===== src/rtl/uart_pkg.sv =====
// Shared UART definitions: controller states, frame sizing, line levels and parity.
package uart_pkg;

  typedef enum logic [1:0] {
    ST_IDLE,
    ST_LOAD,
    ST_SHIFT,
    ST_DONE
  } uart_state_e;

  localparam logic START_BIT = 1'b0;
  localparam logic STOP_BIT  = 1'b1;

  function automatic int frame_width(input int data_bits, input int parity_en, input int stop_bits);
    return 1 + data_bits + parity_en + stop_bits;
  endfunction

  // Payload is zero-extended to 9 bits; padding does not change the XOR.
  function automatic logic parity_bit(input logic [8:0] data, input logic odd);
    return (^data) ^ odd;
  endfunction

endpackage


===== src/rtl/uart_baud_gen.sv =====
// Free-running bit-period counter with synchronous clear; tick marks count 0, last marks the wrap.
module uart_baud_gen #(
  parameter int CLKS_PER_BIT = 434,
  localparam int CNT_W = (CLKS_PER_BIT > 1) ? $clog2(CLKS_PER_BIT) : 1
) (
  input  logic clk,
  input  logic reset_n,
  input  logic clr,
  output logic tick,
  output logic last
);

  logic [CNT_W-1:0] cnt;

  always_ff @(posedge clk) begin
    if (!reset_n || clr) begin
      cnt <= '0;
    end else if (last) begin
      cnt <= '0;
    end else begin
      cnt <= cnt + CNT_W'(1);
    end
  end

  assign tick = (cnt == '0);
  assign last = (cnt == CNT_W'(CLKS_PER_BIT - 1));

endmodule


===== src/rtl/uart_tx_ctrl.sv =====
// UART transmit controller: accepts a byte, builds the serial frame and strobes the
// downstream shift register once per bit period. All outputs come straight from flops.
module uart_tx_ctrl
  import uart_pkg::*;
#(
  parameter int DATA_BITS    = 8,
  parameter int CLKS_PER_BIT = 434,
  parameter int PARITY_EN    = 0,
  parameter int PARITY_ODD   = 0,
  parameter int STOP_BITS    = 1,
  localparam int FRAME_W     = frame_width(DATA_BITS, PARITY_EN, STOP_BITS)
) (
  input  logic                 clk,
  input  logic                 reset_n,
  input  logic [DATA_BITS-1:0] tx_data,
  input  logic                 tx_valid,
  output logic                 tx_ready,
  output logic [FRAME_W-1:0]   frame,
  output logic                 load,
  output logic                 shift,
  output logic                 busy,
  output logic                 done
);

  localparam int BIT_W = $clog2(FRAME_W + 1);

  if (CLKS_PER_BIT < 2) begin : g_bad_cpb
    $error("uart_tx_ctrl: CLKS_PER_BIT must be >= 2");
  end
  if (DATA_BITS < 5 || DATA_BITS > 9) begin : g_bad_data
    $error("uart_tx_ctrl: DATA_BITS must be 5..9");
  end
  if (STOP_BITS < 1 || STOP_BITS > 2) begin : g_bad_stop
    $error("uart_tx_ctrl: STOP_BITS must be 1 or 2");
  end

  uart_state_e        state, state_nxt;
  logic [BIT_W-1:0]   bit_cnt;
  logic [FRAME_W-1:0] frame_nxt;
  logic               accept;
  logic               baud_clr, baud_tick, baud_last;

  uart_baud_gen #(.CLKS_PER_BIT(CLKS_PER_BIT)) u_baud (
    .clk     (clk),
    .reset_n (reset_n),
    .clr     (baud_clr),
    .tick    (baud_tick),
    .last    (baud_last)
  );

  assign accept   = (state == ST_IDLE) && tx_ready && tx_valid;
  assign baud_clr = (state == ST_LOAD);

  always_comb begin
    frame_nxt               = {FRAME_W{STOP_BIT}};
    frame_nxt[0]            = START_BIT;
    frame_nxt[DATA_BITS:1]  = tx_data;
    if (PARITY_EN != 0) begin
      frame_nxt[DATA_BITS+1] = parity_bit(9'(tx_data), PARITY_ODD != 0);
    end
  end

  // The frame ends when the period after the last shift strobe wraps.
  always_comb begin
    state_nxt = state;
    case (state)
      ST_IDLE:  if (accept) state_nxt = ST_LOAD;
      ST_LOAD:  state_nxt = ST_SHIFT;
      ST_SHIFT: if (baud_last && bit_cnt == BIT_W'(FRAME_W)) state_nxt = ST_DONE;
      ST_DONE:  state_nxt = ST_IDLE;
      default:  state_nxt = ST_IDLE;
    endcase
  end

  always_ff @(posedge clk) begin
    if (!reset_n) begin
      state <= ST_IDLE;
    end else begin
      state <= state_nxt;
    end
  end

  // Outputs are registered from the next state so they line up with the state they describe.
  always_ff @(posedge clk) begin
    if (!reset_n) begin
      tx_ready <= 1'b0;
      load     <= 1'b0;
      shift    <= 1'b0;
      busy     <= 1'b0;
      done     <= 1'b0;
      frame    <= '1;
      bit_cnt  <= '0;
    end else begin
      tx_ready <= (state_nxt == ST_IDLE);
      load     <= (state_nxt == ST_LOAD);
      shift    <= (state_nxt == ST_SHIFT) && (baud_clr || baud_last);
      busy     <= (state_nxt == ST_LOAD) || (state_nxt == ST_SHIFT);
      done     <= (state_nxt == ST_DONE);
      if (accept) begin
        frame <= frame_nxt;
      end
      if (state == ST_LOAD) begin
        bit_cnt <= '0;
      end else if (state == ST_SHIFT && baud_tick) begin
        bit_cnt <= bit_cnt + BIT_W'(1);
      end
    end
  end

endmodule


===== config.mk =====
export PLATFORM = sky130hd
export DESIGN_NAME = uart_tx_ctrl
export DESIGN_NICKNAME = d
export VERILOG_FILES = /design/src/rtl/uart_pkg.sv /design/src/rtl/uart_baud_gen.sv /design/src/rtl/uart_tx_ctrl.sv
export SDC_FILE = /design/constraint.sdc
export NUM_CORES = 1
export LEC_CHECK = 0
export ABC_AREA = 1
export BUFFER_PORTS_ARGS = -buffer_cell sky130_fd_sc_hd__buf_2
export CORE_UTILIZATION = 38
export DETAILED_ROUTE_END_ITERATION = 8
export GPL_TIMING_DRIVEN = 0
export HOLD_SLACK_MARGIN = 0.15
export PLACE_DENSITY = 0.7
export SLEW_MARGIN = 10
export SYNTH_ARGS = -nofsm -noshare
export SYNTH_HDL_FRONTEND = slang
export SYNTH_HIERARCHICAL = 1
export SYNTH_SLANG_ARGS = --single-unit

===== constraint.sdc =====
create_clock -name clk -period 2.71 [get_ports clk]
set_clock_uncertainty 0.2 [all_clocks]
set_input_delay 0.1355 -clock clk [delete_from_list [all_inputs] [get_ports clk]]
set_output_delay 0.1355 -clock clk [all_outputs]
set_load 0.1 [all_outputs]

### Yosys cells after proc, flatten, opt, wreduce, memory -nomap -nowiden

Index checks and enable logic that the tools add are counted.

| operators by class | value |
|---|---|
| $add $sub $neg | 2 |
| multipliers | 0 |
| divide/modulo/power cells | 0 |
| order comparisons | 0 |
| eq/ne operators | 8 |
| shifts and indexed selects | 0 |
| mux-type cells | 3 |
| bitwise operators | 1 |
| reductions and logical operators | 14 |

Operators by type and width:

| cell | number |
|---|---|
| $add A9 B1 Y9 const B | 1 |
| $eq A9 B9 Y1 const B | 1 |
| $logic_not A9 Y1 | 1 |
| $eq A2 B2 Y1 const B | 4 |
| $pmux W2 S4 | 1 |
| $logic_and A1 B1 Y1 | 5 |
| $add A4 B1 Y4 const B | 1 |
| $eq A2 B1 Y1 const B | 2 |
| $eq A4 B4 Y1 const B | 1 |
| $logic_not A2 Y1 | 2 |
| $mux W2 | 2 |
| $reduce_or A2 Y1 | 2 |
| $logic_or A1 B1 Y1 | 3 |
| $logic_not A1 Y1 | 1 |
| $not A1 Y1 | 1 |

| storage, ports and cells | value |
|---|---|
| flip-flop bits (word level) | 29 |
| latch bits | 0 |
| memory bits (writable) | 0 |
| bits in read-only memories | 0 |
| bits of input ports | 11 |
| word-level logic and storage cells | 37 |
| memories | 0 |

### Logic depth before layout (Yosys ltp)

Gate-level depths: netlist of run 1.

| depth | value |
|---|---|
| depth after elaboration | 7 |
| depth in mapped cells | 12 |
| mapped depth without buffers | 12 |

### Modules after synthesis

The synthesis of run 1 kept the hierarchy.

Modules (own cells, without submodules):

| module | times used | cells each | area each (um^2) | seq. area each (um^2) |
|---|---|---|---|---|
| uart_tx_ctrl | 1 | 107 | 864.6 | 400.4 |
| uart_baud_gen | 1 | 72 | 510.5 | 180.2 |

### Least setup slack after synthesis of run 1

No wires, ideal clock.

| timing path | value |
|---|---|
| path kind | reg2reg |
| from | reg tx_ready |
| to | reg frame[1] |
| library setup time | 124 ps |
| data arrival time | 1628 ps |
| required time | 2386 ps |
| slack | 758 ps |
| cell stages (with the launch flop) | 6 |
| clock period less this slack | 1952 ps |
| cell sequence | dfxtp_1 inv_1 nor2_8 inv_2 nand2_1 nand3_1 |

| on the way | value |
|---|---|
| cells in the longest elaborated chain, start to end | 2 |

Ends and longest elaborated chain:

| element | line | RTL |
|---|---|---|
| start, declared | uart_tx_ctrl.sv:17 | `output logic tx_ready,` |
| start signal, assigned | uart_tx_ctrl.sv:94 | `tx_ready <= (state_nxt == ST_IDLE);` |
| $logic_and A1 B1 Y1 (2 in series) | uart_tx_ctrl.sv:51 | `assign accept = (state == ST_IDLE) && tx_ready && tx_valid;` |
| end signal, assigned | uart_tx_ctrl.sv:100 | `frame <= frame_nxt;` |
| end, declared | uart_tx_ctrl.sv:18 | `output logic [FRAME_W-1:0] frame,` |

No other way between the ends.
A chain may end at the register's enable or synchronous reset.

### Worst setup path after layout of run 1

| timing path | value |
|---|---|
| from | reg state[0] |
| to | reg frame[4] |

| on the way | value |
|---|---|
| cells in the longest elaborated chain, start to end | 3 |

Ends and longest elaborated chain:

| element | line | RTL |
|---|---|---|
| start, declared | uart_tx_ctrl.sv:37 | `uart_state_e state, state_nxt;` |
| start signal, assigned | uart_tx_ctrl.sv:79 | `state <= state_nxt;` |
| $logic_not A2 Y1 | uart_tx_ctrl.sv:51 |  |
| $logic_and A1 B1 Y1 (2 in series) | uart_tx_ctrl.sv:51 |  |

No other way between the ends.

==> results.py, run 1 <==
metrics = {
    "detailed_routing": {
        "first_pass_iters": 4,
        "wl_per_cell_um": 11.4,
        "drcViolationCount": 0,
        "vias": 1279,
        "vias_per_cell": 4.52,
        "drt_iter0_markers": 59,
        "wl_um": 3230,
        "antenna_left": 0,
    },
    "logic_synthesis": {
        "ys_warn_count": 6,
        "synth_top_area_share": 0.422,
        "avgSynthCellArea_um2": 7.68,
        "ys_seq_elements": 29,
        "synth_top_area_cell": "dfxtp_1",
        "ys_top_cells_by_area": "dfxtp_1 (42%), nand2_1 (12%), inv_1 (7.4%)",
        "yosys.cell_types.count": 25,
        "ys_seq_area_frac": 0.422,
        "synthesis.nets": 198,
        "synth_area_mm2": 0.00138,
        "syn_inst": 179,
    },
    "final_layout": {
        "regArea_um2": 581,
        "drive_above_1_share": 0.224,
        "final_common_cell": "nand2_1",
        "final_cell_mix": "nand2_1 (44), dfxtp_1 (29), inv_1 (27)",
        "fin_util": 0.550,
        "num_antenna_cells": 0,
        "layout.nets": 255,
        "fillCellCount": 300,
        "multi_input_area_um2": 668,
        "syn_to_final_growth_pct": 35.6,
    },
    "floorplanning": {
        "fp.dieW_um": 62.2,
        "core_mm2": 0.00339,
        "start_util": 0.406,
        "rows": 21,
        "die_area_mm2": 0.00386,
        "die_h_um": 62.2,
        "pin_count": 26,
    },
    "worst_setup_path": {
        "crit_top_cell": "dlygate4sd3_1",
        "crit_required_ns": 2.79,
        "startpoint_type": "register",
        "slowest_delay_ns": 0.61,
        "crit_buf_inv": 3,
        "cp_slowest_cell": "dlygate4sd3_1",
        "crit_chain": "inv_1 -> ha_1 -> nand2_2 -> nor2_8 -> nand2_1 -> dlygate4sd3_1 -> nand3_1 -> dlygate4sd3_1",
        "crit_type": "reg -> reg",
        "arrival_ns": 2.66,
        "crit_path_max_fanout": 10,
        "cp_top_family": "buffers and inverters",
        "crit_path_end_kind": "register",
    },
    "placement": {
        "port_buffers": 24,
        "dpl.hpwl_um": 1770,
        "routabilityCongestion": 0.826,
    },
    "global_route": {
        "grt_usage": 0.189,
        "antenna_found_initial": 0,
        "grt_pass1_vias": 1295,
        "grt_pass1_wl_um": 5650,
        "grt_start_max_net_pins": 11,
        "overflow": 0,
    },
    "timing": {
        "max_freq_mhz": 387,
        "drv_slew": 0,
        "fin_crit_sh": 0.953,
        "hold_violations": 0,
        "period_minus_slack_ns": 2.58,
        "setup_violations": 0,
        "rsz0062_at_grt": "no",
        "finalSetupTns_ns": 0,
    },
    "clock_network": {
        "insertion_delay_ns": 0.34,
        "holdBufCountCts": 26,
        "htreeDepth": 2,
        "cts_setup_buffers": 0,
        "cts_tree": "yes",
        "cts_sinks": 29,
        "worst_setup_hold_path_clk_slew_ns": 0.11,
        "cts_root_buf": "clkbuf_4",
        "cts_made_buffers": 5,
        "cts_resized": 0,
        "cts.path.max_buffers": 2,
    },
    "worst_hold_path": {
        "min_path_type": "reg -> reg",
    },
    "power": {
        "powerDensity_mw_per_mm2": 758,
        "p_leak_nw": 0.808,
        "power_mw": 1.41,
        "ir_worst_vdd_uv": 433,
    },
    "job": {
        "cap_violations": 0,
    },
    "outcome": {
        "status": "finished clean",
    },
}
worst register-to-register path: cells and delay by family (launching register included):
kind	cells	cell delay, ns
adder cells (fa/ha/maj)	1	0.21
AND/OR/NAND/NOR	4	0.48
flip-flops	1	0.33
buffers and inverters	3	1.30
layer usage:
metal / routed length (µm) / GRT usage
met4: 220 / 0.163
met5: 0 / 0
met3: 124 / 0.0478
met2: 1590 / 0.316
met1: 1300 / 0.198
Yosys cell counts:
cell type,instances
nand2_1,44
dfxtp_1,29
inv_1,27
nor2_1,23
nand3_1,16
ha_1,8
a21oi_2,5
nand2_2,4
nor2_2,3
nand2_4,2
nor3_1,2
o21ai_0,2
o21bai_1,2
a211oi_2,1
a21oi_1,1
buf_4,1
clkbuf_8,1
conb_1,1
inv_2,1
nor2_4,1
nor2_8,1
nor3b_2,1
or2_4,1
xnor2_1,1
xor2_1,1
metrics by stage:
step / setup slack [ns] / instance area (µm²) / instances / hold WS, ns
3_3_place_gp: 1.05 / 1550 / 249 / 0.146
4_1_cts: 0.279 / 1860 / 283 / 0.253
2_1_floorplan: 0.758 / 1380 / 179 / 0.0518
5_1_grt: 0.0165 / 1860 / 283 / 0.303
3_5_place_dp: 1.02 / 1550 / 249 / 0.154
6_report: 0.126 / 1860 / 283 / 0.255
layout make-up:
| cell class | count | share of cell area |
|---|---|---|
| multi-input cells | 120 | 0.358 |
| flip-flops and latches | 29 | 0.311 |
| repair buffers | 50 | 0.204 |
| inverters | 28 | 0.0564 |
| well taps | 46 | 0.0309 |
| clock buffers | 6 | 0.0221 |
| plain buffers | 2 | 0.0114 |
| clock inverters | 2 | 0.00537 |
power by group:
| part | total, mW | switching, mW | internal (mW) |
|---|---|---|---|
| Sequential | 0.519 | 0.0350 | 0.484 |
| Combinational | 0.636 | 0.474 | 0.162 |
| Clock | 0.258 | 0.159 | 0.0987 |
| Total | 1.41 | 0.668 | 0.744 |
registers in the layout, indices dropped and copies added (netlist names), 2 cells and up:
signal      cells
u_baud/cnt      9
bit_cnt         4
frame           9
state           2
worst paths after layout:
check,startpoint,end,slack (ns),depth (start not counted)
max,state[0],frame[4],0.13,8
min,frame[0],frame[0],0.25,2
max reg2reg,state[0],frame[4],0.13,8
min reg2reg,frame[0],frame[0],0.25,2
cell families after synthesis:
logic type	after synthesis	share of synthesized area
simple gates	98	0.335
xor+xnor	2	0.0127
other cells	1	0.00273
fa+ha+maj	8	0.0728
flops	29	0.422
compound gates	11	0.0628
buf+inv	30	0.0919
No activity file was read; power rests on OpenSTA's default activity.
==> run 2, diff against run 1 <==
--- a/config.mk
+++ b/config.mk
@@ -5,13 +5,12 @@
 export SDC_FILE = /design/constraint.sdc
 export NUM_CORES = 1
 export LEC_CHECK = 0
-export ABC_AREA = 1
 export BUFFER_PORTS_ARGS = -buffer_cell sky130_fd_sc_hd__buf_2
 export CORE_UTILIZATION = 38
 export DETAILED_ROUTE_END_ITERATION = 8
 export GPL_TIMING_DRIVEN = 0
 export HOLD_SLACK_MARGIN = 0.15
-export PLACE_DENSITY = 0.7
+export PLACE_DENSITY = 0.71
 export SLEW_MARGIN = 10
 export SYNTH_ARGS = -nofsm -noshare
 export SYNTH_HDL_FRONTEND = slang
==> results.py, run 2 <==
metrics = {
    "outcome": {
        "status": "finished clean",
    },
    "detailed_routing": {
        "wl_um": 2890,
        "drcViolationCount": 0,
        "vias": 1167,
        "vias_per_cell": 4.94,
        "antenna_left": 0,
        "first_pass_iters": 4,
        "wl_per_cell_um": 12.2,
        "drt_iter0_markers": 43,
    },
    "final_layout": {
        "fin_cells": 236,
        "drive_above_1_share": 0.208,
        "num_antenna_cells": 0,
        "syn_to_final_growth_pct": 35.2,
        "fillCellCount": 268,
        "layout.nets": 210,
        "reg.largest.list": "frame (9), u_baud/cnt (9), bit_cnt (4)",
        "final_common_cell": "dfxtp_1",
        "final_cell_mix": "dfxtp_1 (29), buf_2 (25), nand2_1 (21)",
    },
    "placement": {
        "dp.cells": 210,
        "port_buffers": 24,
        "routabilityCongestion": 0.744,
        "dpl.hpwl_um": 1750,
    },
    "logic_synthesis": {
        "ys_warn_count": 6,
        "ys_top_cells_by_area": "dfxtp_1 (46%), ha_1 (8.0%), nand2_1 (6.3%)",
        "synth_top_area_share": 0.464,
        "yosys.cell_types.count": 35,
        "ys_seq_elements": 29,
        "synth_top_area_cell": "dfxtp_1",
        "syn_inst": 142,
        "synth_edf_count": 0,
        "ys.flop_type": "dfxtp_1",
        "ys_seq_area_frac": 0.464,
        "synthesis.nets": 161,
        "ys_top_cells_by_count": "dfxtp_1 (29), nand2_1 (21), nand3_1 (14)",
        "synth_area_mm2": 0.00125,
        "ys_async_sr_fraction": 0,
        "synth.most_common_cell": "dfxtp_1",
        "avgSynthCellArea_um2": 8.81,
    },
    "floorplanning": {
        "die_area_mm2": 0.00353,
        "core_mm2": 0.00308,
        "start_util": 0.407,
        "rows": 20,
        "pin_count": 26,
        "die_h_um": 59.4,
        "fp.dieW_um": 59.4,
    },
    "clock_network": {
        "worst_setup_hold_path_clk_slew_ns": 0.09,
        "insertion_delay_ns": 0.33,
        "htreeDepth": 2,
        "cts_setup_buffers": 0,
        "cts_sinks": 29,
        "cts.path.max_buffers": 2,
        "cts_tree": "yes",
        "cts_root_buf": "clkbuf_4",
        "cts_made_buffers": 5,
    },
    "timing": {
        "rsz0062_at_grt": "no",
        "finalSetupTns_ns": 0,
        "hold_violations": 0,
        "drv_slew": 0,
        "period_minus_slack_ns": 2.21,
        "maxSlewHeadroom": 0.534,
        "worst_slew_pin_slew_ns": 0.692,
        "fin_crit_sh": 0.815,
        "max_freq_mhz": 453,
        "setup_violations": 0,
    },
    "global_route": {
        "grt_start_max_net_pins": 11,
        "overflow": 0,
        "antenna_found_initial": 0,
        "grt_usage": 0.180,
        "grt_pass1_wl_um": 4530,
        "grt_pass1_vias": 1045,
    },
    "worst_setup_path": {
        "cp_slowest_cell": "or4b_4",
        "startpoint": "u_baud/cnt[0]",
        "rr_worst_depth": 6,
        "crit_path_max_fanout": 6,
        "crit_chain": "ha_1 -> or4b_4 -> nor3_1 -> nand2b_1 -> o211ai_2 -> mux2i_1",
        "arrival_ns": 2.27,
        "startpoint_type": "register",
        "crit_buf_inv": 0,
        "r2r_end": "busy",
        "rrSetupSlack_ns": 0.50,
        "crit_type": "reg -> reg",
        "crit_path_end_kind": "register",
        "r2r_start": "u_baud/cnt[0]",
        "slowest_delay_ns": 0.47,
        "cp_top_family": "simple AND/OR/NAND/NOR gates",
        "crit_required_ns": 2.77,
    },
    "job": {
        "cap_violations": 0,
    },
    "worst_hold_path": {
        "min_path_cells": 2,
        "hp-start": "frame[0]",
        "whs_endpoint": "frame[0]",
        "min_path_type": "reg -> reg",
    },
    "power": {
        "p_leak_nw": 0.716,
        "powerDensity_mw_per_mm2": 877,
        "ir_worst_vdd_uv": 606,
    },
}
## run 2: changes by cell type after synthesis, sizes merged, moves of 2 or more
| cell | previous run | this run |
|---|---|---|
| and3 | 0 | 2 |
| o21ai | 2 | 5 |
| and2 | 0 | 2 |
| nor2 | 28 | 9 |
| nand2 | 50 | 22 |
| inv | 28 | 9 |
| xnor2 | 1 | 3 |
| buf | 1 | 3 |
| or3 | 0 | 4 |
| o21bai | 2 | 0 |
| nand2b | 0 | 4 |
| nand4 | 0 | 2 |
| nor4 | 0 | 2 |
## run 2: worst max-delay path by stage
stage / endpoint / slack (ns) / depth (start not counted)
4_1_cts: busy / 0.50 / 6
3_5_place_dp: busy / 0.50 / 6
2_1_floorplan: busy / 0.71 / 6
5_1_grt: busy / 0.25 / 6
3_3_place_gp: busy / 0.54 / 6
6_report: busy / 0.50 / 6
## run 2: worst min-delay path, stage by stage, from the launching register on
cell and delay [ns]:
dfxtp_1 0.32, nand2_1 0.05, nand2_1 0.04
## run 2: cells by family (layout without fill, tap and decap cells)
group                      after synthesis  in the layout  synth area share
and+or+nand+nor                         69             69             0.283
DFF                                     29             29             0.464
other                                    1              1           0.00300
muxes                                    1              1           0.00800
adders and majority gates                8              8            0.0800
xor gates and xnor gates                 5              5            0.0350
AOI/OAI and AO/OA                       15             15            0.0740
buffers and inverters                   14             64            0.0530
## run 2: stage by stage
| step | utilization | power, mW | hold slack [ns] | cell area, µm² | setup WS (ns) |
|---|---|---|---|---|---|
| floorplan | - | 0.987 | 0.0597 | 1250 | 0.707 |
| global route | 0.550 | 1.55 | 0.291 | 1690 | 0.251 |
| CTS | 0.550 | 1.48 | 0.257 | 1690 | 0.499 |
| detailed placement | 0.463 | 1.07 | 0.151 | 1430 | 0.503 |
| finish | 0.550 | 1.48 | 0.259 | 1690 | 0.502 |
| global placement | 0.463 | 1.06 | 0.144 | 1430 | 0.542 |
## run 2: repair_timing
action,4_1_cts,5_1_grt
hold buffers,18,0
resized for setup,0,0
hold endpoints to repair,21,0
endpoints found under the setup margin,0,0
## run 2: final cells by class
type	instances	area (µm²)	share of cell area
buffer	5	32.5	0.0192
clock buffer	7	55.1	0.0325
clock inverter	1	30.0	0.0178
inverter	9	33.8	0.0200
multi-input combinational	99	604	0.357
sequential	29	581	0.343
tap	44	55.1	0.0325
timing repair buffer	42	300	0.178
## run 2: metal layers
metal  vias to the layer above  wire, µm  part of all wire  global-route usage
li1                        579         -                 -                   -
met1                       559      1200              0.42               0.205
met2                        23      1520              0.53               0.307
met3                         6       107             0.037              0.0611
met4                         0        52             0.018              0.0714
met5                         -         0                 0                   0
## run 2: power by group
group	total (mW)	switching (mW)	internal [mW]
logic	0.598	0.445	0.152
registers	0.519	0.0344	0.484
clock network	0.368	0.148	0.220
total	1.48	0.628	0.857
==> run 3, diff against run 2 <==
--- a/config.mk
+++ b/config.mk
@@ -10,7 +10,7 @@
 export DETAILED_ROUTE_END_ITERATION = 8
 export GPL_TIMING_DRIVEN = 0
 export HOLD_SLACK_MARGIN = 0.15
-export PLACE_DENSITY = 0.71
+export PLACE_DENSITY = 0.73
 export SLEW_MARGIN = 10
 export SYNTH_ARGS = -nofsm -noshare
 export SYNTH_HDL_FRONTEND = slang
==> constraint.sdc (replaced) <==
create_clock -name clk -period 1.95 [get_ports clk]
set_clock_uncertainty 0.2 [all_clocks]
set_input_delay 0.0975 -clock clk [delete_from_list [all_inputs] [get_ports clk]]
set_output_delay 0.0975 -clock clk [all_outputs]
set_load 0.1 [all_outputs]
==> results.py, run 3 (synthesized netlist as in run 2, its figures left out) <==
metrics = {
    "outcome": {
        "status": "finished, violations left",
        "violations": "setup timing",
    },
    "detailed_routing": {
        "drt_iter0_markers": 43,
        "first_pass_iters": 4,
        "antenna_left": 0,
        "wl_per_cell_um": 12.1,
        "wl_um": 2830,
        "vias": 1120,
        "drcViolationCount": 0,
        "vias_per_cell": 4.77,
    },
    "floorplanning": {
        "rows": 20,
        "die_area_mm2": 0.00353,
        "pin_count": 26,
        "fp.dieW_um": 59.4,
        "start_util": 0.407,
        "die_h_um": 59.4,
        "core_mm2": 0.00308,
    },
    "clock_network": {
        "insertion_delay_ns": 0.33,
        "cts.path.max_buffers": 2,
        "cts_root_buf": "clkbuf_4",
        "cts_made_buffers": 5,
        "worst_setup_hold_path_clk_slew_ns": 0.10,
        "cts_sinks": 29,
        "htreeDepth": 2,
        "cts_tree": "yes",
    },
    "global_route": {
        "grt_start_max_net_pins": 11,
        "antenna_found_initial": 0,
        "overflow": 0,
        "grt_pass1_wl_um": 4390,
        "grt_usage": 0.174,
        "grt_pass1_vias": 1062,
    },
    "worst_setup_path": {
        "crit_path_max_fanout": 6,
        "slowest_delay_ns": 0.48,
        "crit_chain": "inv_2 -> ha_4 -> or4b_4 -> nor3_4 -> nand2b_1 -> o211ai_4 -> mux2i_1",
        "startpoint_type": "register",
        "rr_worst_depth": 7,
        "rrSetupSlack_ns": -0.01,
        "r2r_end": "busy",
        "r2r_start": "u_baud/cnt[1]",
        "cp_slowest_cell": "or4b_4",
        "crit_type": "reg -> reg",
        "arrival_ns": 2.03,
        "crit_required_ns": 2.02,
        "crit_path_end_kind": "register",
    },
    "final_layout": {
        "final_cell_mix": "buf_2 (25), dfxtp_1 (25), nand2_1 (21)",
        "drive_above_1_share": 0.298,
        "layout.nets": 209,
        "num_antenna_cells": 0,
        "reg.largest.list": "frame (9), u_baud/cnt (9), bit_cnt (4)",
        "syn_to_final_growth_pct": 36.9,
        "fin_util": 0.557,
    },
    "timing": {
        "fin_crit_sh": 1.01,
        "max_freq_mhz": 510,
        "setup_violations": 2,
        "drv_slew": 0,
        "hold_violations": 0,
        "period_minus_slack_ns": 1.96,
        "rsz0062_at_grt": "yes",
        "layout_setup_ws_ns": -0.0112,
    },
    "placement": {
        "port_buffers": 24,
        "routabilityCongestion": 0.731,
        "dpl.hpwl_um": 1850,
        "pre_cts_ws_ns": -0.243,
    },
    "worst_hold_path": {
        "min_path_type": "reg -> reg",
        "whs_endpoint": "u_baud/cnt[0]",
        "hp-start": "u_baud/cnt[0]",
        "min_path_cells": 1,
    },
    "power": {
        "ir_worst_vdd_uv": 820,
        "p_leak_nw": 0.752,
        "powerDensity_mw_per_mm2": 1170,
        "power_mw": 2.01,
    },
    "job": {
        "cap_violations": 0,
    },
}
-- run 3: cell types whose count changed in the layout (fill, tap and decap cells not counted), sizes merged --
cell	before	now
buf	27	35
bufinv	1	0
clkbuf	9	8
clkinv	0	1
dlygate4sd3	18	10
-- run 3: worst max-delay path by stage --
stage,start,endpoint
finish,u_baud/cnt[1],busy
CTS,u_baud/cnt[7],bit_cnt[3]
floorplan,u_baud/cnt[0],busy
detailed placement,u_baud/cnt[7],bit_cnt[3]
global route,u_baud/cnt[7],bit_cnt[3]
global placement,u_baud/cnt[7],bit_cnt[3]
-- run 3: report_power, final --
part / leakage, nW / internal [mW] / switching (mW)
sequential: 0.239 / 0.675 / 0.0451
clock: 0.0413 / 0.209 / 0.209
combinational: 0.473 / 0.233 / 0.635
total: 0.752 / 1.12 / 0.889
-- run 3: cell type report --
| cell class | instances | area (µm²) |
|---|---|---|
| inverters | 9 | 33.8 |
| repair buffers | 42 | 280 |
| flip-flops and latches | 29 | 588 |
| clock buffers | 7 | 65.1 |
| well taps | 44 | 55.1 |
| plain buffers | 4 | 27.5 |
| fillers | 285 | 1370 |
| multi-input cells | 99 | 658 |
| clock inverters | 1 | 5.00 |
-- run 3: timing repair --
| action | in CTS | in global routing |
|---|---|---|
| resized for setup | 9 | 5 |
| pin swaps | 2 | 5 |
| setup endpoints to repair | 10 | 7 |
| setup buffers | 6 | 3 |
| hold buffers | 10 | 0 |
| endpoints found under the hold margin | 28 | 0 |
-- run 3: through the flow --
stage	std cells	setup TNS, ns	hold WS (ns)	area, µm²
floorplan	142	0	0.0217	1260
global placement	210	-0.452	0.108	1430
detailed placement	210	-0.981	0.115	1430
CTS	234	-0.0787	0.258	1680
global route	235	-0.470	0.276	1710
finish	235	-0.0167	0.257	1710
-- run 3: layer usage --
layer	global-route usage	part of all wire
met4	0.143	0.043
met1	0.181	0.40
met2	0.287	0.52
met3	0.0502	0.029
met5	0	0
-- run 3: critical path, delay by kind of cell (launching register included) --
family	cells	cell delay [ns]
AND/OR/NAND/NOR	3	0.76
flip-flops	1	0.33
AO/OA/AOI/OAI	1	0.23
multiplexers	1	0.20
adder cells (fa/ha/maj)	1	0.12
buffers and inverters	1	0.07
